`src/rtl/board_row_fetcher_pkg.sv`:
```
// Shared constants and types for the board row prefetcher: board geometry,
// colour codes and the fetch state encoding.
package board_row_fetcher_pkg;

  localparam int unsigned COLS         = 10;
  localparam int unsigned ROWS         = 20;
  localparam int unsigned STARVE_LIMIT = 8;
  localparam int unsigned ADDR_W       = 12;

  typedef logic [2:0] cell_t;

  typedef enum logic [2:0] {
    C_EMPTY  = 3'd0,
    C_CYAN   = 3'd1,
    C_YELLOW = 3'd2,
    C_GREEN  = 3'd3,
    C_RED    = 3'd4,
    C_PURPLE = 3'd5,
    C_ORANGE = 3'd6,
    C_BLUE   = 3'd7
  } colour_t;

  typedef enum logic [1:0] {
    IDLE  = 2'd0,
    FETCH = 2'd1,
    DRAIN = 2'd2,
    DONE  = 2'd3
  } fetch_state_t;

endpackage

```
`src/rtl/board_row_fetcher_if.sv`:
```
// CPU data-port and RAM-port signals shared by the fetcher and its
// CPU/RAM side; slave is the fetcher's view.
interface board_row_fetcher_if #(
  parameter int unsigned ADDR_W = board_row_fetcher_pkg::ADDR_W
);
  logic              cpu_req;
  logic [ADDR_W-1:0] cpu_addr;
  logic              cpu_wen;
  logic              cpu_stall;
  logic [ADDR_W-1:0] mem_addr;
  logic              mem_wen;
  logic [2:0]        mem_rdata;

  modport master (
    output cpu_req, cpu_addr, cpu_wen, mem_rdata,
    input  cpu_stall, mem_addr, mem_wen
  );

  modport slave (
    input  cpu_req, cpu_addr, cpu_wen, mem_rdata,
    output cpu_stall, mem_addr, mem_wen
  );
endinterface

```
`src/rtl/board_row_fetcher_row_line_buffer.sv`:
```
// Double-buffered row of cell colours: the fetcher fills the shadow copy
// while the renderer reads the active copy; swap copies shadow to active.
module row_line_buffer
  import board_row_fetcher_pkg::*;
#(
  parameter int unsigned COLS  = 10,
  parameter int unsigned IDX_W = $clog2(COLS)
) (
  input  logic             clock,
  input  logic             reset,
  input  logic             wr_en,
  input  logic [IDX_W-1:0] wr_idx,
  input  cell_t            wr_data,
  input  logic             swap,
  input  logic             clear,
  input  logic [IDX_W-1:0] rd_idx,
  output cell_t            rd_data
);

  cell_t shadow [COLS];
  cell_t active [COLS];

  always_ff @(posedge clock or negedge reset) begin
    if (!reset) begin
      for (int unsigned i = 0; i < COLS; i++) begin
        shadow[i] <= '0;
        active[i] <= '0;
      end
    end else begin
      if (swap) active <= shadow;
      if (clear) begin
        for (int unsigned i = 0; i < COLS; i++) shadow[i] <= '0;
      end else if (wr_en) begin
        shadow[wr_idx] <= wr_data;
      end
    end
  end

  always_comb begin
    rd_data = '0;
    if (32'(rd_idx) < COLS) rd_data = active[rd_idx];
  end

endmodule

```
`src/rtl/board_row_fetcher.sv`:
```
// Shares the data-RAM port between CPU loads/stores and a one-row board
// prefetch into a line buffer that the VGA renderer reads from.
module board_row_fetcher
  import board_row_fetcher_pkg::*;
#(
  parameter int unsigned COLS         = board_row_fetcher_pkg::COLS,
  parameter int unsigned ROWS         = board_row_fetcher_pkg::ROWS,
  parameter int unsigned STARVE_LIMIT = board_row_fetcher_pkg::STARVE_LIMIT,
  parameter int unsigned ADDR_W       = board_row_fetcher_pkg::ADDR_W
) (
  input  logic                 clock,
  input  logic                 reset,
  input  logic                 row_start,
  input  logic [4:0]           row_idx,
  board_row_fetcher_if.slave   bus,
  input  logic [3:0]           col_idx,
  output cell_t                pix_color,
  output logic                 row_ready,
  output logic                 overrun
);

  localparam int unsigned K_W = $clog2(COLS);
  localparam int unsigned S_W = $clog2(STARVE_LIMIT + 1);

  fetch_state_t      state, state_nx;
  logic [ADDR_W-1:0] base;
  logic [K_W-1:0]    k, slot;
  logic [S_W-1:0]    starve;
  logic              issued;
  logic              fetch_go;
  logic              blank;

  assign blank     = 32'(row_idx) >= ROWS;
  assign row_ready = (state == DONE);

  always_ff @(posedge clock or negedge reset) begin
    if (!reset) state <= IDLE;
    else        state <= state_nx;
  end

  // Arbitration and next state; the RAM port defaults to the CPU.
  always_comb begin
    fetch_go      = 1'b0;
    bus.mem_addr  = bus.cpu_addr;
    bus.mem_wen   = bus.cpu_wen & bus.cpu_req;
    bus.cpu_stall = 1'b0;
    state_nx      = state;
    if (state == FETCH && (!bus.cpu_req || starve == S_W'(STARVE_LIMIT))) begin
      fetch_go      = 1'b1;
      bus.mem_addr  = base + ADDR_W'(k);
      bus.mem_wen   = 1'b0;
      bus.cpu_stall = bus.cpu_req;
    end
    if (row_start) begin
      state_nx = blank ? DONE : FETCH;
    end else begin
      case (state)
        FETCH:   if (fetch_go && k == K_W'(COLS - 1)) state_nx = DRAIN;
        DRAIN:   if (issued) state_nx = DONE;
        default: state_nx = state;
      endcase
    end
  end

  always_ff @(posedge clock or negedge reset) begin
    if (!reset) begin
      base    <= '0;
      k       <= '0;
      slot    <= '0;
      starve  <= '0;
      issued  <= 1'b0;
      overrun <= 1'b0;
    end else if (row_start) begin
      // A pending capture from the abandoned fetch is dropped here.
      base    <= ADDR_W'(32'(row_idx) * COLS);
      k       <= '0;
      starve  <= '0;
      issued  <= 1'b0;
      if (state == FETCH || state == DRAIN) overrun <= 1'b1;
    end else begin
      issued <= fetch_go;
      if (fetch_go) begin
        slot   <= k;
        k      <= k + 1'b1;
        starve <= '0;
      end else if (state == FETCH && bus.cpu_req) begin
        starve <= starve + 1'b1;
      end
    end
  end

  row_line_buffer #(
    .COLS  (COLS),
    .IDX_W (K_W)
  ) u_line_buffer (
    .clock   (clock),
    .reset   (reset),
    .wr_en   (issued & ~row_start),
    .wr_idx  (slot),
    .wr_data (bus.mem_rdata),
    .swap    (row_start & (state == DONE)),
    .clear   (row_start & blank),
    .rd_idx  (col_idx),
    .rd_data (pix_color)
  );

endmodule

```
`src/flat_wrapper.sv`:
```
// flat-port wrapper written by rule: the top's interface ports become plain ports
module board_row_fetcher_flat import board_row_fetcher_pkg::*;
#(
  parameter int unsigned COLS         = board_row_fetcher_pkg::COLS,
  parameter int unsigned ROWS         = board_row_fetcher_pkg::ROWS,
  parameter int unsigned STARVE_LIMIT = board_row_fetcher_pkg::STARVE_LIMIT,
  parameter int unsigned ADDR_W       = board_row_fetcher_pkg::ADDR_W
)
  (clock, reset, row_start, row_idx, col_idx, pix_color, row_ready, overrun, bus_cpu_req, bus_cpu_addr, bus_cpu_wen, bus_mem_rdata, bus_cpu_stall, bus_mem_addr, bus_mem_wen);
  board_row_fetcher_if #(.ADDR_W(ADDR_W)) bus_i ();
  input  logic clock;
  input  logic reset;
  input  logic row_start;
  input  logic [4:0] row_idx;
  input  logic [3:0] col_idx;
  output cell_t pix_color;
  output logic row_ready;
  output logic overrun;
  input wire logic [$bits(bus_i.cpu_req)-1:0] bus_cpu_req;
  input wire logic [$bits(bus_i.cpu_addr)-1:0] bus_cpu_addr;
  input wire logic [$bits(bus_i.cpu_wen)-1:0] bus_cpu_wen;
  input wire logic [$bits(bus_i.mem_rdata)-1:0] bus_mem_rdata;
  output wire logic [$bits(bus_i.cpu_stall)-1:0] bus_cpu_stall;
  output wire logic [$bits(bus_i.mem_addr)-1:0] bus_mem_addr;
  output wire logic [$bits(bus_i.mem_wen)-1:0] bus_mem_wen;
  assign bus_i.cpu_req = bus_cpu_req;
  assign bus_i.cpu_addr = bus_cpu_addr;
  assign bus_i.cpu_wen = bus_cpu_wen;
  assign bus_i.mem_rdata = bus_mem_rdata;
  assign bus_cpu_stall = bus_i.cpu_stall;
  assign bus_mem_addr = bus_i.mem_addr;
  assign bus_mem_wen = bus_i.mem_wen;
  board_row_fetcher #(.COLS(COLS), .ROWS(ROWS), .STARVE_LIMIT(STARVE_LIMIT), .ADDR_W(ADDR_W)) u_core (.clock(clock), .reset(reset), .row_start(row_start), .row_idx(row_idx), .bus(bus_i), .col_idx(col_idx), .pix_color(pix_color), .row_ready(row_ready), .overrun(overrun));
endmodule
```
`config.mk`:
```
export PLATFORM = sky130hd
export DESIGN_NAME = board_row_fetcher_flat
export DESIGN_NICKNAME = d
export VERILOG_FILES = /design/src/rtl/board_row_fetcher_pkg.sv /design/src/rtl/board_row_fetcher_if.sv /design/src/rtl/board_row_fetcher_row_line_buffer.sv /design/src/rtl/board_row_fetcher.sv /design/src/flat_wrapper.sv
export SDC_FILE = /design/constraint.sdc
export NUM_CORES = 1
export LEC_CHECK = 0
export ABC_AREA = 1
export CAP_MARGIN = 20
export CORE_ASPECT_RATIO = 0.5
export CORE_MARGIN = 8
export CORE_UTILIZATION = 51
export CTS_CLUSTER_DIAMETER = 80
export CTS_CLUSTER_SIZE = 8
export DETAILED_ROUTE_END_ITERATION = 16
export HOLD_SLACK_MARGIN = 0.03
export PLACE_DENSITY = 0.78
export SYNTH_ARGS = -nofsm -noshare
export SYNTH_HDL_FRONTEND = slang
export SYNTH_SLANG_ARGS = --single-unit
```
`constraint.sdc`:
```
create_clock -name clock -period 1.65 [get_ports clock]
set_input_delay 0.2475 -clock clock [delete_from_list [all_inputs] [get_ports clock]]
set_output_delay 0.2475 -clock clock [all_outputs]
set_load 0.01 [all_outputs]
```
# After elaboration in Yosys (flattened, before gate mapping)
# Index checks and enable logic that the tools add are counted.
[word_totals]
ff_bits = 84
inputBits = 29
[op_classes]
addsub = 3
n_mul = 1
n_lt_le_gt_ge = 5
n_eq_ne = 7
mux = 24
n_bitwise = 7
reduce_logical = 14
[op_table]
columns = ["op", "n"]
rows = [
  ["two-way mux 30 bit", 2],
  ["bitwise mux 30 bit", 1],
  ["two-way mux 4 bit", 5],
  ["greater-or-equal comparator 5 bit, second input constant", 3],
  ["binary-select mux 3 bit (select 4 bit)", 1],
  ["demux 3 bit (select 4 bit)", 1],
  ["two-way mux 12 bit", 1],
  ["two-way mux 3 bit", 4],
  ["adder 9 x 4 -> 10 bit", 1],
  ["NOT 4 -> 5 bit", 2],
  ["adder 4 x 1 -> 4 bit, second input constant", 2],
  ["equality test 4 bit, second input constant", 2],
  ["multiplier 5 x 3 -> 8 bit, second input constant", 1],
  ["two-way mux 2 bit", 4],
  ["!= test 3 x 2 -> 1 bit, second input constant", 2],
  ["nonzero test 3 bit", 2],
  ["less-than comparator 5 x 1 -> 1 bit, second input constant", 1],
  ["bitwise AND 1 bit", 4],
  ["equality test 2 bit, second input constant", 2],
  ["logical AND 1 bit", 4],
  ["less-than comparator 4 bit, second input constant", 1],
  ["two-way mux 1 bit", 4],
  ["one-hot mux 2 bit (2 select lines)", 1],
  ["AND reduction 2 bit", 2],
  ["6 further kinds", 8],
]

# Logic depth before layout (Yosys ltp)
# Gate-level depths: netlist of the first run.
[depth]
depth_word = 8
ltp_mapped = 9

# By module
# Synthesis of the first run repeated with hierarchy kept, for this count alone.
[hier_totals]
cells_unflattened = 534
hier_area_um2 = 4362.9
[modules_own_cells]
columns = ["module", "instances", "cells_each", "area_per_inst_um2"]
rows = [
  ["row_line_buffer", 1, 318, 2668.8],
  ["board_row_fetcher", 1, 216, 1694.1],
]

# Worst setup path after synthesis of the first run
# Ideal clock, no wire load.
[synth_path]
path_type = "reg2out"
startpoint = "reg u_core.k[1]"
endpoint = "out bus_mem_addr[5]"
arrival_time_ns = 1.499
t_required_ns = 1.402
path_slack_ns = -0.096
stages_incl_launch_ff = 9
path_cell_list = "dfrtp_1 > ha_1 > fa_1 > nand2_1 > nand2_1 > nand2_1 > xor2_1 > nand2_1 > nand2_1"
[synth_between]
elab_chain_cells = 2
[synth_rtl]
columns = ["element", "line", "rtl"]
rows = [
  ["start: declaration", "board_row_fetcher.sv:27", "logic [K_W-1:0] k, slot;"],
  ["start signal: assignment", "board_row_fetcher.sv:84", "k <= k + 1'b1;"],
  ["adder 9 x 4 -> 10 bit", "board_row_fetcher.sv:50", "bus.mem_addr = base + ADDR_W'(k);"],
  ["two-way mux 12 bit", "board_row_fetcher.sv:48", "if (state == FETCH && (!bus.cpu_req || starve == S_W'(STARVE_LIMIT))) begin"],
  ["end: declaration", "flat_wrapper.sv:24", "output wire logic [$bits(bus_i.mem_addr)-1:0] bus_mem_addr;"],
]
# Every way passes these cells.

# Worst setup path after layout of the first run
[layout_path]
startpoint = "reg u_core.base[1]"
endpoint = "out bus_mem_addr[7]"
[layout_between]
elab_chain_cells = 2
[layout_rtl]
columns = ["element", "line", "rtl"]
rows = [
  ["start: declaration", "board_row_fetcher.sv:26", "logic [ADDR_W-1:0] base;"],
  ["start signal: assignment", "board_row_fetcher.sv:75", "base <= ADDR_W'(32'(row_idx) * COLS);"],
  ["adder 9 x 4 -> 10 bit", "board_row_fetcher.sv:50", ""],
  ["two-way mux 12 bit", "board_row_fetcher.sv:48", ""],
]
# Every way passes these cells.

==> results of run 1 <==
## cell families after synthesis
logic type      synth area share (%)
simple gates                    27.5
buf+inv                         8.27
flops                           47.7
compound gates                  8.30
fa+ha+maj                       5.45
xor+xnor                        1.19
mux                             1.53
## registers in the layout, indices dropped and copies added (netlist names)
name,cells
u_core.k,4
u_core.slot,4
u_core.issued,1
u_core.u_line_buffer.active,30
u_core.base,8
u_core.state,2
u_core.u_line_buffer.shadow,30
u_core.starve,4
u_core.overrun,1
## power groups by stage
stage / Clock (mW) / Combinational, mW / Sequential, mW
6_report: 2.23 / 2.30 / 2.66
5_1_grt: 2.34 / 2.54 / 2.70
4_1_cts: 2.24 / 2.15 / 2.64
3_5_place_dp: 0 / 2.11 / 2.67
3_3_place_gp: 0 / 2.03 / 2.65
2_1_floorplan: 0 / 1.32 / 2.61
## through the flow
stage / TNS (ps) / cells / power, mW / hold WS [ps] / worst slack (ps)
floorplan: 0 / 542 / 3.92 / -48.1 / 9.83
global placement: -7710 / 735 / 4.69 / 186 / -516
detailed placement: -8010 / 735 / 4.78 / 189 / -511
CTS: -3780 / 756 / 7.03 / 373 / -437
global route: -5760 / 761 / 7.58 / 406 / -612
finish: -4680 / 761 / 7.18 / 361 / -510
## layout make-up
type | count | area (um^2)
Fill cell | 623 | 2660
Clock buffer | 10 | 239
Sequential cell | 84 | 2100
Multi-Input combinational cell | 373 | 2100
Inverter | 67 | 259
Clock inverter | 6 | 95.1
Tap cell | 117 | 146
Timing Repair Buffer | 104 | 963
## layer usage
metal  vias to the layer above  routed length (um)  track usage, %
met5                         -                   0               0
met2                       157                5740            32.8
met4                         0                 287            5.75
met1                      1979                5070            24.3
li1                       1944                   -               -
met3                        31                 608            4.78
## final timing paths
| path | to | slack [ps] | cells after the start |
|---|---|---|---|
| min reg2reg | u_core.u_line_buffer.active[17] | 500 | 2 |
| min in group clock | u_core.u_line_buffer.active[17] | 500 | 2 |
| max in group asynchronous | u_core.u_line_buffer.shadow[27] | 710 | 3 |
| max reg2reg | u_core.k[1] | 120 | 9 |
| max | bus_mem_addr[7] | -510 | 10 |
| min | u_core.starve[3] | 360 | 2 |
## cells in the final DEF, fill, tap and decap left out, types with 2 or more instances in the layout
cell type                           n
sky130_fd_sc_hd__nand3_2            6
sky130_fd_sc_hd__dfrtp_1           84
sky130_fd_sc_hd__mux2_2             6
sky130_fd_sc_hd__ha_1              10
sky130_fd_sc_hd__ha_2               4
sky130_fd_sc_hd__nor2_4             5
sky130_fd_sc_hd__nand2_1          153
sky130_fd_sc_hd__nor2_2             4
sky130_fd_sc_hd__nand2_4            5
sky130_fd_sc_hd__inv_2              8
sky130_fd_sc_hd__xor2_1             5
sky130_fd_sc_hd__clkbuf_16         10
sky130_fd_sc_hd__buf_6             11
sky130_fd_sc_hd__nand4_1            4
sky130_fd_sc_hd__clkinv_4           3
sky130_fd_sc_hd__buf_2              9
sky130_fd_sc_hd__o21ai_0           27
sky130_fd_sc_hd__nand3_1           60
sky130_fd_sc_hd__fa_2               2
sky130_fd_sc_hd__nand2_2           12
sky130_fd_sc_hd__ha_4               2
sky130_fd_sc_hd__clkbuf_2           3
sky130_fd_sc_hd__buf_4             42
sky130_fd_sc_hd__clkdlybuf4s15_1    2
sky130_fd_sc_hd__o21ai_2            2
sky130_fd_sc_hd__a21oi_1           13
sky130_fd_sc_hd__inv_6              2
sky130_fd_sc_hd__nor2_1            22
sky130_fd_sc_hd__nor3_4             2
sky130_fd_sc_hd__o21ai_1            5
sky130_fd_sc_hd__clkdlybuf4s50_1   26
sky130_fd_sc_hd__buf_12             6
sky130_fd_sc_hd__o22ai_1           15
sky130_fd_sc_hd__dlygate4sd2_1      2
sky130_fd_sc_hd__bufinv_16          2
sky130_fd_sc_hd__inv_1             57
## critical path: stages (launching register included)
cell	delay, ps
sky130_fd_sc_hd__dfrtp_1	390
sky130_fd_sc_hd__ha_2	190
sky130_fd_sc_hd__fa_2	370
sky130_fd_sc_hd__nand2_4	80
sky130_fd_sc_hd__nand2_4	50
sky130_fd_sc_hd__buf_4	130
sky130_fd_sc_hd__nand3_2	50
sky130_fd_sc_hd__nand2_1	60
sky130_fd_sc_hd__nand3_1	70
sky130_fd_sc_hd__nand2_1	50
sky130_fd_sc_hd__buf_2	130
## what timing repair did
item	CTS	global route
hold buffers	1	0
setup buffers	3	7
resized for setup	89	42
hold endpoints to repair	25	0
endpoints found under the setup margin	18	21
cloned	1	1
pin swaps	7	15
==> flow_summary.html, run 1 <==
<table>
<tr><th>Metric</th><th>Value</th></tr>
<tr><th colspan="2">Logic synthesis</th></tr>
<tr><td>Commonest cells in the netlist</td><td>165 x sky130_fd_sc_hd__nand2_1, 84 x sky130_fd_sc_hd__dfrtp_1, 66 x sky130_fd_sc_hd__nand3_1</td></tr>
<tr><td>Synth Register Bits</td><td>84</td></tr>
<tr><td>Synth Cell Area</td><td>4400 um^2</td></tr>
<tr><td>Number of distinct library cells after synthesis</td><td>33</td></tr>
<tr><td>Main area contributors after synthesis</td><td>sky130_fd_sc_hd__dfrtp_1 48%, sky130_fd_sc_hd__nand2_1 14%, sky130_fd_sc_hd__nand3_1 7.5%</td></tr>
<tr><td>Post-Synthesis Net Count</td><td>589</td></tr>
<tr><td>FFs w/ async S/R, synth</td><td>100%</td></tr>
<tr><td>Cells after Synth</td><td>around 540</td></tr>
<tr><td>Predominant post-synthesis flop cell</td><td>sky130_fd_sc_hd__dfrtp_1</td></tr>
<tr><td>Dominant cell by count in the synthesized netlist</td><td>sky130_fd_sc_hd__nand2_1</td></tr>
<tr><td>Share of the synthesized area in the top cell type</td><td>about 48%</td></tr>
<tr><td>Syn Area/Cell</td><td>8.13 um^2</td></tr>
<tr><td>Number of synthesis warnings</td><td>0</td></tr>
<tr><td>Number of enable flip-flop cells after synthesis</td><td>0</td></tr>
<tr><td>Yosys top cell by area</td><td>sky130_fd_sc_hd__dfrtp_1</td></tr>
<tr><td>Share of the yosys chip area belonging to registers</td><td>47.7%</td></tr>
<tr><th colspan="2">Route</th></tr>
<tr><td>Detail-routed via count per cell</td><td>5.40</td></tr>
<tr><td>Count of vias placed by the detailed router</td><td>4111</td></tr>
<tr><td>Total length of routed wires</td><td>11700 um</td></tr>
<tr><td>Remaining design rule violation count</td><td>0</td></tr>
<tr><td>Average wire per standard cell</td><td>approximately 15 um</td></tr>
<tr><td>Number of detailed-route iterations in the first pass</td><td>5</td></tr>
<tr><td>Post-route ant nets</td><td>0</td></tr>
<tr><td>Number of violations reported at the end of detailed-routing iteration 0</td><td>301</td></tr>
<tr><th colspan="2">Placed design</th></tr>
<tr><td>HPWL after detailed placement</td><td>between 7000 and 8000 um</td></tr>
<tr><td>Post-place instance area</td><td>5340 um^2</td></tr>
<tr><td>Total of buffers placed on input and output ports</td><td>47</td></tr>
<tr><td>Routability-driven placement congestion ratio</td><td>0.843</td></tr>
<tr><th colspan="2">STA</th></tr>
<tr><td>Max-Slew Margin vs Limit</td><td>75.7%</td></tr>
<tr><td>Peak clock frequency supported by timing</td><td>463 MHz</td></tr>
<tr><td>Minimum clock period after layout</td><td>roughly 2200 ps</td></tr>
<tr><td>Number of max-slew violations in the final report</td><td>0</td></tr>
<tr><td>Final count of negative-setup-slack endpoints</td><td>13</td></tr>
<tr><td>Slew at the pin closest to its max-slew limit</td><td>365 ps</td></tr>
<tr><td>Worst-case setup margin in the final layout</td><td>-510 ps</td></tr>
<tr><td>Count of final hold-check violations</td><td>0</td></tr>
<tr><td>Clock tree skew after final layout</td><td>5.12 ps</td></tr>
<tr><td>RSZ-0062 raised after global routing</td><td>true</td></tr>
<tr><td>Crit share post-route</td><td>131%</td></tr>
<tr><th colspan="2">Floorplan</th></tr>
<tr><td>Die width</td><td>147 um</td></tr>
<tr><td>Core Rows</td><td>24</td></tr>
<tr><td>Starting utilization of the core area</td><td>51.5%</td></tr>
<tr><td>Boundary Pins</td><td>48</td></tr>
<tr><td>Core ar.</td><td>8560 um^2</td></tr>
<tr><td>Y dimension of the die</td><td>~80 um</td></tr>
<tr><td>Area of the die</td><td>12000 um^2</td></tr>
<tr><th colspan="2">Global route</th></tr>
<tr><td>Total routing resource utilization after global routing</td><td>approximately 19%</td></tr>
<tr><td>Via count of the first global-routing pass</td><td>roughly 3900</td></tr>
<tr><td>GRT overflow</td><td>0</td></tr>
<tr><td>Pin count of the biggest net entering global routing</td><td>41</td></tr>
<tr><td>Antenna violations before repair</td><td>0</td></tr>
<tr><td>Wire length of the first global-routing pass</td><td>18700 um</td></tr>
<tr><th colspan="2">Pwr</th></tr>
<tr><td>Internal power summed over all cells</td><td>4.77 mW</td></tr>
<tr><td>Fraction of power spent switching nets</td><td>33.7%</td></tr>
<tr><td>Power Dens Cells</td><td>roughly 1200 nW/um^2</td></tr>
<tr><td>Power dissipated by switching net loads</td><td>approximately 2.4 mW</td></tr>
<tr><td>Part of the power in combinational logic</td><td>32.0%</td></tr>
<tr><td>Lkg Pwr</td><td>3.01 nW</td></tr>
<tr><td>Fraction of power consumed by the clock network</td><td>31.0%</td></tr>
<tr><td>Worst ir drop on vdd</td><td>665 uV</td></tr>
<tr><td>Relative contribution of sequential cells to total power</td><td>37.0%</td></tr>
<tr><th colspan="2">Clock tree</th></tr>
<tr><td>Maximum level of the CTS H-tree</td><td>3</td></tr>
<tr><td>Clock tree from TritonCTS</td><td>yes</td></tr>
<tr><td>Skew-Pair Late Insertion Delay</td><td>340 ps</td></tr>
<tr><td>Cell at the root of the clock tree</td><td>sky130_fd_sc_hd__clkbuf_16</td></tr>
<tr><td>Worst-path clk slew</td><td>60 ps</td></tr>
<tr><td>Number of clock sinks</td><td>84</td></tr>
<tr><td>Number of buffers on the longest clock path</td><td>2</td></tr>
<tr><td>Number of buffers added by the clock tree synthesis step</td><td>9</td></tr>
<tr><th colspan="2">Setup path</th></tr>
<tr><td>Data required time at the worst endpoint</td><td>1400 ps</td></tr>
<tr><td>Top fanout value on the critical path</td><td>3</td></tr>
<tr><td>Origin of the critical flop-to-flop path</td><td>u_core.starve[1]</td></tr>
<tr><td>Critical setup path kind</td><td>flip-flop to output port</td></tr>
<tr><td>Worst setup path startpoint</td><td>u_core.base[1]</td></tr>
<tr><td>Arr. time, crit path</td><td>around 1900 ps</td></tr>
<tr><td>CP Capture Type</td><td>output port</td></tr>
<tr><td>Worst Setup Start Kind</td><td>flip-flop</td></tr>
<tr><th colspan="2">Finish</th></tr>
<tr><td>Diodes inserted</td><td>0</td></tr>
<tr><td>Synthesis-to-finish area growth</td><td>34.0%</td></tr>
<tr><td>Post-route cell area</td><td>between 5000 and 6000 um^2</td></tr>
<tr><td>End-of-flow core utilization</td><td>69.0%</td></tr>
<tr><td>Total Nets Final</td><td>686</td></tr>
<tr><td>Share of final-layout standard cells stronger than drive strength 1</td><td>23.8%</td></tr>
<tr><th colspan="2">Status</th></tr>
<tr><td>Run status</td><td>finished, violations left</td></tr>
<tr><td>Violations in the final reports</td><td>negative setup slack</td></tr>
<tr><th colspan="2">Hold path</th></tr>
<tr><td>Min-delay worst type</td><td>input port to asynchronous set/reset pin</td></tr>
<tr><th colspan="2">Job</th></tr>
<tr><td>Max-cap violations</td><td>0</td></tr>
</table>
(Power assumes the default switching activity.)
==> run 2: changes to the inputs <==
--- a/config.mk
+++ b/config.mk
@@ -17,4 +17,5 @@
 export PLACE_DENSITY = 0.78
 export SYNTH_ARGS = -nofsm -noshare
 export SYNTH_HDL_FRONTEND = slang
+export SYNTH_HIERARCHICAL = 1
 export SYNTH_SLANG_ARGS = --single-unit
==> flow_summary.html, run 2 <==
<table>
<tr><th>Metric</th><th>Value</th></tr>
<tr><th colspan="2">Status</th></tr>
<tr><td>Run status</td><td>finished, violations left (unchanged)</td></tr>
<tr><td>Violations in the final reports</td><td>negative setup slack (unchanged)</td></tr>
<tr><th colspan="2">Hold path</th></tr>
<tr><td>Worst hold path cell count</td><td>3</td></tr>
<tr><td>Beginning of the worst hold path</td><td>row_idx[1]</td></tr>
<tr><td>Min-delay worst type</td><td>input port to flip-flop (was input port to asynchronous set/reset pin)</td></tr>
<tr><td>Sink of the worst hold path</td><td>u_core/base[2]</td></tr>
<tr><th colspan="2">STA</th></tr>
<tr><td>Slew at the pin closest to its max-slew limit</td><td>451 ps (was 365 ps)</td></tr>
<tr><td>Clock tree skew after final layout</td><td>5.18 ps (was 5.12 ps)</td></tr>
<tr><td>Max-Slew Margin vs Limit</td><td>69.9% (was 75.7%)</td></tr>
<tr><td>Peak clock frequency supported by timing</td><td>464 MHz (was 463 MHz)</td></tr>
<tr><td>Number of max-slew violations in the final report</td><td>0 (unchanged)</td></tr>
<tr><td>Post-route setup TNS</td><td>-4260 ps (was -4680 ps)</td></tr>
<tr><td>Crit share post-route</td><td>131% (about the same)</td></tr>
<tr><td>Worst-case setup margin in the final layout</td><td>-505 ps (was -510 ps)</td></tr>
<tr><td>RSZ-0062 raised after global routing</td><td>true (unchanged)</td></tr>
<tr><td>Final count of negative-setup-slack endpoints</td><td>14 (was 13)</td></tr>
<tr><td>Minimum clock period after layout</td><td>2160 ps (about the same)</td></tr>
<tr><td>Count of final hold-check violations</td><td>0 (unchanged)</td></tr>
<tr><th colspan="2">Logic synthesis</th></tr>
<tr><td>Share of the yosys chip area belonging to registers</td><td>48.2% (was 47.7%)</td></tr>
<tr><td>Yosys top cell by area</td><td>sky130_fd_sc_hd__dfrtp_1 (unchanged)</td></tr>
<tr><td>FFs w/ async S/R, synth</td><td>100% (unchanged)</td></tr>
<tr><td>Synth Cell Area</td><td>4360 um^2 (was 4400 um^2)</td></tr>
<tr><td>Synth Register Bits</td><td>84 (unchanged)</td></tr>
<tr><td>Commonest cells in the netlist</td><td>150 x sky130_fd_sc_hd__nand2_1, 84 x sky130_fd_sc_hd__dfrtp_1, 69 x sky130_fd_sc_hd__o21ai_0 (was 165 x sky130_fd_sc_hd__nand2_1, 84 x sky130_fd_sc_hd__dfrtp_1, 66 x sky130_fd_sc_hd__nand3_1)</td></tr>
<tr><td>Syn Area/Cell</td><td>8.17 um^2 (was 8.13 um^2)</td></tr>
<tr><td>Number of distinct library cells after synthesis</td><td>32 (was 33)</td></tr>
<tr><td>Post-Synthesis Net Count</td><td>581 (was 589)</td></tr>
<tr><td>Number of enable flip-flop cells after synthesis</td><td>0 (unchanged)</td></tr>
<tr><td>Share of the synthesized area in the top cell type</td><td>48.2% (was 47.7%)</td></tr>
<tr><td>Number of synthesis warnings</td><td>6 (was 0)</td></tr>
<tr><td>Dominant cell by count in the synthesized netlist</td><td>sky130_fd_sc_hd__nand2_1 (unchanged)</td></tr>
<tr><td>Predominant post-synthesis flop cell</td><td>sky130_fd_sc_hd__dfrtp_1 (unchanged)</td></tr>
<tr><td>Cells after Synth</td><td>534 (was 542)</td></tr>
<tr><td>Main area contributors after synthesis</td><td>sky130_fd_sc_hd__dfrtp_1 48%, sky130_fd_sc_hd__nand2_1 13%, sky130_fd_sc_hd__o21ai_0 7.9% (was sky130_fd_sc_hd__dfrtp_1 48%, sky130_fd_sc_hd__nand2_1 14%, sky130_fd_sc_hd__nand3_1 7.5%)</td></tr>
<tr><th colspan="2">Route</th></tr>
<tr><td>Average wire per standard cell</td><td>14.3 um (was 15.4 um)</td></tr>
<tr><td>Number of detailed-route iterations in the first pass</td><td>5 (unchanged)</td></tr>
<tr><td>Number of violations reported at the end of detailed-routing iteration 0</td><td>300 (was 301)</td></tr>
<tr><td>Detail-routed via count per cell</td><td>5.09 (was 5.40)</td></tr>
<tr><td>Count of vias placed by the detailed router</td><td>3829 (was 4111)</td></tr>
<tr><td>Total length of routed wires</td><td>10700 um (was 11700 um)</td></tr>
<tr><td>Post-route ant nets</td><td>0 (unchanged)</td></tr>
<tr><td>Remaining design rule violation count</td><td>0 (unchanged)</td></tr>
<tr><th colspan="2">Clock tree</th></tr>
<tr><td>Skew-Pair Late Insertion Delay</td><td>340 ps (about the same)</td></tr>
<tr><td>Number of buffers added by the clock tree synthesis step</td><td>9 (unchanged)</td></tr>
<tr><td>Cell at the root of the clock tree</td><td>sky130_fd_sc_hd__clkbuf_16 (unchanged)</td></tr>
<tr><td>Maximum level of the CTS H-tree</td><td>3 (unchanged)</td></tr>
<tr><td>Worst-path clk slew</td><td>60 ps (about the same)</td></tr>
<tr><td>Clock tree from TritonCTS</td><td>yes (unchanged)</td></tr>
<tr><td>Number of buffers on the longest clock path</td><td>2 (unchanged)</td></tr>
<tr><td>Number of clock sinks</td><td>84 (unchanged)</td></tr>
<tr><th colspan="2">Floorplan</th></tr>
<tr><td>Die width</td><td>147 um (about the same)</td></tr>
<tr><td>Core Rows</td><td>23 (was 24)</td></tr>
<tr><td>Area of the die</td><td>11900 um^2 (was 12000 um^2)</td></tr>
<tr><td>Y dimension of the die</td><td>81.4 um (was 81.7 um)</td></tr>
<tr><td>Boundary Pins</td><td>48 (unchanged)</td></tr>
<tr><td>Starting utilization of the core area</td><td>53.6% (was 51.5%)</td></tr>
<tr><td>Core ar.</td><td>8140 um^2 (was 8560 um^2)</td></tr>
<tr><th colspan="2">Setup path</th></tr>
<tr><td>Critical setup path kind</td><td>flip-flop to output port (unchanged)</td></tr>
<tr><td>FF-to-FF End</td><td>u_core/k[0] (was u_core.k[1])</td></tr>
<tr><td>Worst path depth</td><td>9 (was 10)</td></tr>
<tr><td>FF-to-FF setup slack</td><td>100 ps (was 120 ps)</td></tr>
<tr><td>Family with the most delay on the worst path</td><td>adder cells (unchanged)</td></tr>
<tr><td>Buffers and inverters on the worst path</td><td>1 (was 2)</td></tr>
<tr><td>Cell depth of the worst flop-to-flop path</td><td>11 (was 9)</td></tr>
<tr><td>Worst Setup Start Kind</td><td>flip-flop (unchanged)</td></tr>
<tr><td>Ordered cell list for the critical path</td><td>ha_2, fa_2, nand2_2, nand2_2, nand2_1, xor2_1, nand2_1, nand2_2, buf_6 (was ha_2, fa_2, nand2_4, nand2_4, buf_4, nand3_2, nand2_1, nand3_1, nand2_1, buf_2)</td></tr>
<tr><td>Largest incremental delay on the critical path</td><td>390 ps (about the same)</td></tr>
<tr><td>Worst path most repeated cell</td><td>sky130_fd_sc_hd__nand2_2</td></tr>
<tr><td>Arr. time, crit path</td><td>1910 ps (about the same)</td></tr>
<tr><td>Top fanout value on the critical path</td><td>3 (unchanged)</td></tr>
<tr><td>CP Capture Type</td><td>output port (unchanged)</td></tr>
<tr><td>Origin of the critical flop-to-flop path</td><td>u_core/starve[1] (was u_core.starve[1])</td></tr>
<tr><td>Max stage delay cell, worst path</td><td>sky130_fd_sc_hd__dfrtp_1 (unchanged)</td></tr>
<tr><td>Data required time at the worst endpoint</td><td>1400 ps (about the same)</td></tr>
<tr><th colspan="2">Finish</th></tr>
<tr><td>Share of final-layout standard cells stronger than drive strength 1</td><td>23.4% (was 23.8%)</td></tr>
<tr><td>Total Nets Final</td><td>683 (was 686)</td></tr>
<tr><td>Synthesis-to-finish area growth</td><td>33.7% (was 34.0%)</td></tr>
<tr><td>Leading cell type in the layout, fill and taps excluded</td><td>sky130_fd_sc_hd__nand2_1 (unchanged)</td></tr>
<tr><td>End-of-flow core utilization</td><td>71.6% (was 69.0%)</td></tr>
<tr><td>Leading registers by flop count</td><td>u_core/u_line_buffer/active x30, u_core/u_line_buffer/shadow x30, u_core/base x8 (was u_core.u_line_buffer.active x30, u_core.u_line_buffer.shadow x30, u_core.base x8)</td></tr>
<tr><td>Diodes inserted</td><td>0 (unchanged)</td></tr>
<tr><td>Top library cells by usage in the layout, fill and taps aside</td><td>141 x sky130_fd_sc_hd__nand2_1, 83 x sky130_fd_sc_hd__dfrtp_1, 65 x sky130_fd_sc_hd__o21ai_0, 62 x sky130_fd_sc_hd__nand3_1, 54 x sky130_fd_sc_hd__inv_1 (was 153 x sky130_fd_sc_hd__nand2_1, 84 x sky130_fd_sc_hd__dfrtp_1, 60 x sky130_fd_sc_hd__nand3_1, 57 x sky130_fd_sc_hd__inv_1, 42 x sky130_fd_sc_hd__buf_4)</td></tr>
<tr><th colspan="2">Global route</th></tr>
<tr><td>Total routing resource utilization after global routing</td><td>18.1% (was 19.2%)</td></tr>
<tr><td>GRT overflow</td><td>0 (unchanged)</td></tr>
<tr><td>Via count of the first global-routing pass</td><td>3618 (was 3878)</td></tr>
<tr><td>Wire length of the first global-routing pass</td><td>17500 um (was 18700 um)</td></tr>
<tr><td>Pin count of the biggest net entering global routing</td><td>48 (was 41)</td></tr>
<tr><td>Antenna violations before repair</td><td>0 (unchanged)</td></tr>
<tr><th colspan="2">Pwr</th></tr>
<tr><td>Lkg Pwr</td><td>2.85 nW (was 3.01 nW)</td></tr>
<tr><td>Power Dens Cells</td><td>1090 nW/um^2 (was 1220 nW/um^2)</td></tr>
<tr><td>Worst ir drop on vdd</td><td>541 uV (was 665 uV)</td></tr>
<tr><th colspan="2">Placed design</th></tr>
<tr><td>Routability-driven placement congestion ratio</td><td>0.857 (was 0.843)</td></tr>
<tr><td>HPWL after detailed placement</td><td>7190 um (was 7760 um)</td></tr>
<tr><td>Total of buffers placed on input and output ports</td><td>47 (unchanged)</td></tr>
<tr><th colspan="2">Job</th></tr>
<tr><td>Max-cap violations</td><td>0 (unchanged)</td></tr>
</table>
-- run 2: changes by cell type after synthesis, sizes merged, moves of 2 or more --
| cell | before | now |
|---|---|---|
| a21oi | 15 | 3 |
| inv | 67 | 64 |
| mux2 | 6 | 1 |
| nand2 | 170 | 157 |
| nand3 | 66 | 70 |
| nor2 | 31 | 28 |
| nor3 | 3 | 1 |
| o21ai | 34 | 72 |
| o22ai | 15 | 3 |
-- run 2: metal layers --
layer	up-vias	global-route usage [%]	wire, um
met5	-	0	0
met4	0	6.22	143
met3	12	4.43	461
li1	1921	-	-
met1	1808	24.4	5210
met2	88	28.6	4900
-- run 2: logic make-up after synthesis --
group	count (synthesis)	synth area share, %
adders and majority gates	18	5.51
AOI/OAI and AO/OA	81	9.55
and+or+nand+nor	260	26.7
buffers and inverters	84	8.57
xor gates and xnor gates	6	1.20
DFF	84	48.2
muxes	1	0.258
-- run 2: repair_timing --
| item | CTS | global route |
|---|---|---|
| hold buffers | 1 | 0 |
| gates resized for setup | 102 | 33 |
| endpoints found under the hold margin | 31 | 0 |
| pin swaps | 9 | 12 |
| endpoints found under the setup margin | 20 | 49 |
| setup buffers | 10 | 10 |
| gates cloned | 0 | 1 |
-- run 2: how the worst max path moves through the flow --
stage	start	endpoint	slack, ps
2_1_floorplan	u_core/k[1]	bus_mem_addr[5]	10
3_3_place_gp	u_core/base[1]	bus_mem_addr[5]	-520
3_5_place_dp	u_core/base[1]	bus_mem_addr[5]	-570
4_1_cts	u_core/base[1]	bus_mem_addr[5]	-470
5_1_grt	u_core/k[1]	bus_mem_addr[5]	-580
6_report	u_core/k[1]	bus_mem_addr[5]	-510
-- run 2: final cells by class --
class	count	area (um^2)
Timing Repair Buffer	110	1010
Multi-Input combinational cell	366	2020
Sequential cell	84	2100
Clock buffer	10	239
Fill cell	591	2310
Tap cell	112	140
Clock inverter	5	60.1
Inverter	65	256
-- run 2: power breakdown --
part | total, mW | switching (mW) | internal, mW
logic | 1.95 | 1.06 | 0.895
registers | 2.40 | 0.139 | 2.26
clock network | 2.00 | 0.788 | 1.21
total | 6.35 | 1.99 | 4.37
-- run 2: tightest hold or removal path: stages --
cell and delay [ps]:
sky130_fd_sc_hd__dlymetal6s2s_1 110, sky130_fd_sc_hd__nand2_1 80, sky130_fd_sc_hd__nand2_1 60
-- run 2: stage by stage --
step	instance area, um^2	worst slack, ps	power, mW	hold WS [ps]	instances
2_1_floorplan	4370	11.2	3.37	-48.1	534
3_3_place_gp	5230	-519	4.02	222	717
3_5_place_dp	5230	-567	4.06	227	717
4_1_cts	5670	-466	6.23	416	743
5_1_grt	5830	-579	6.71	195	752
6_report	5830	-505	6.35	194	752
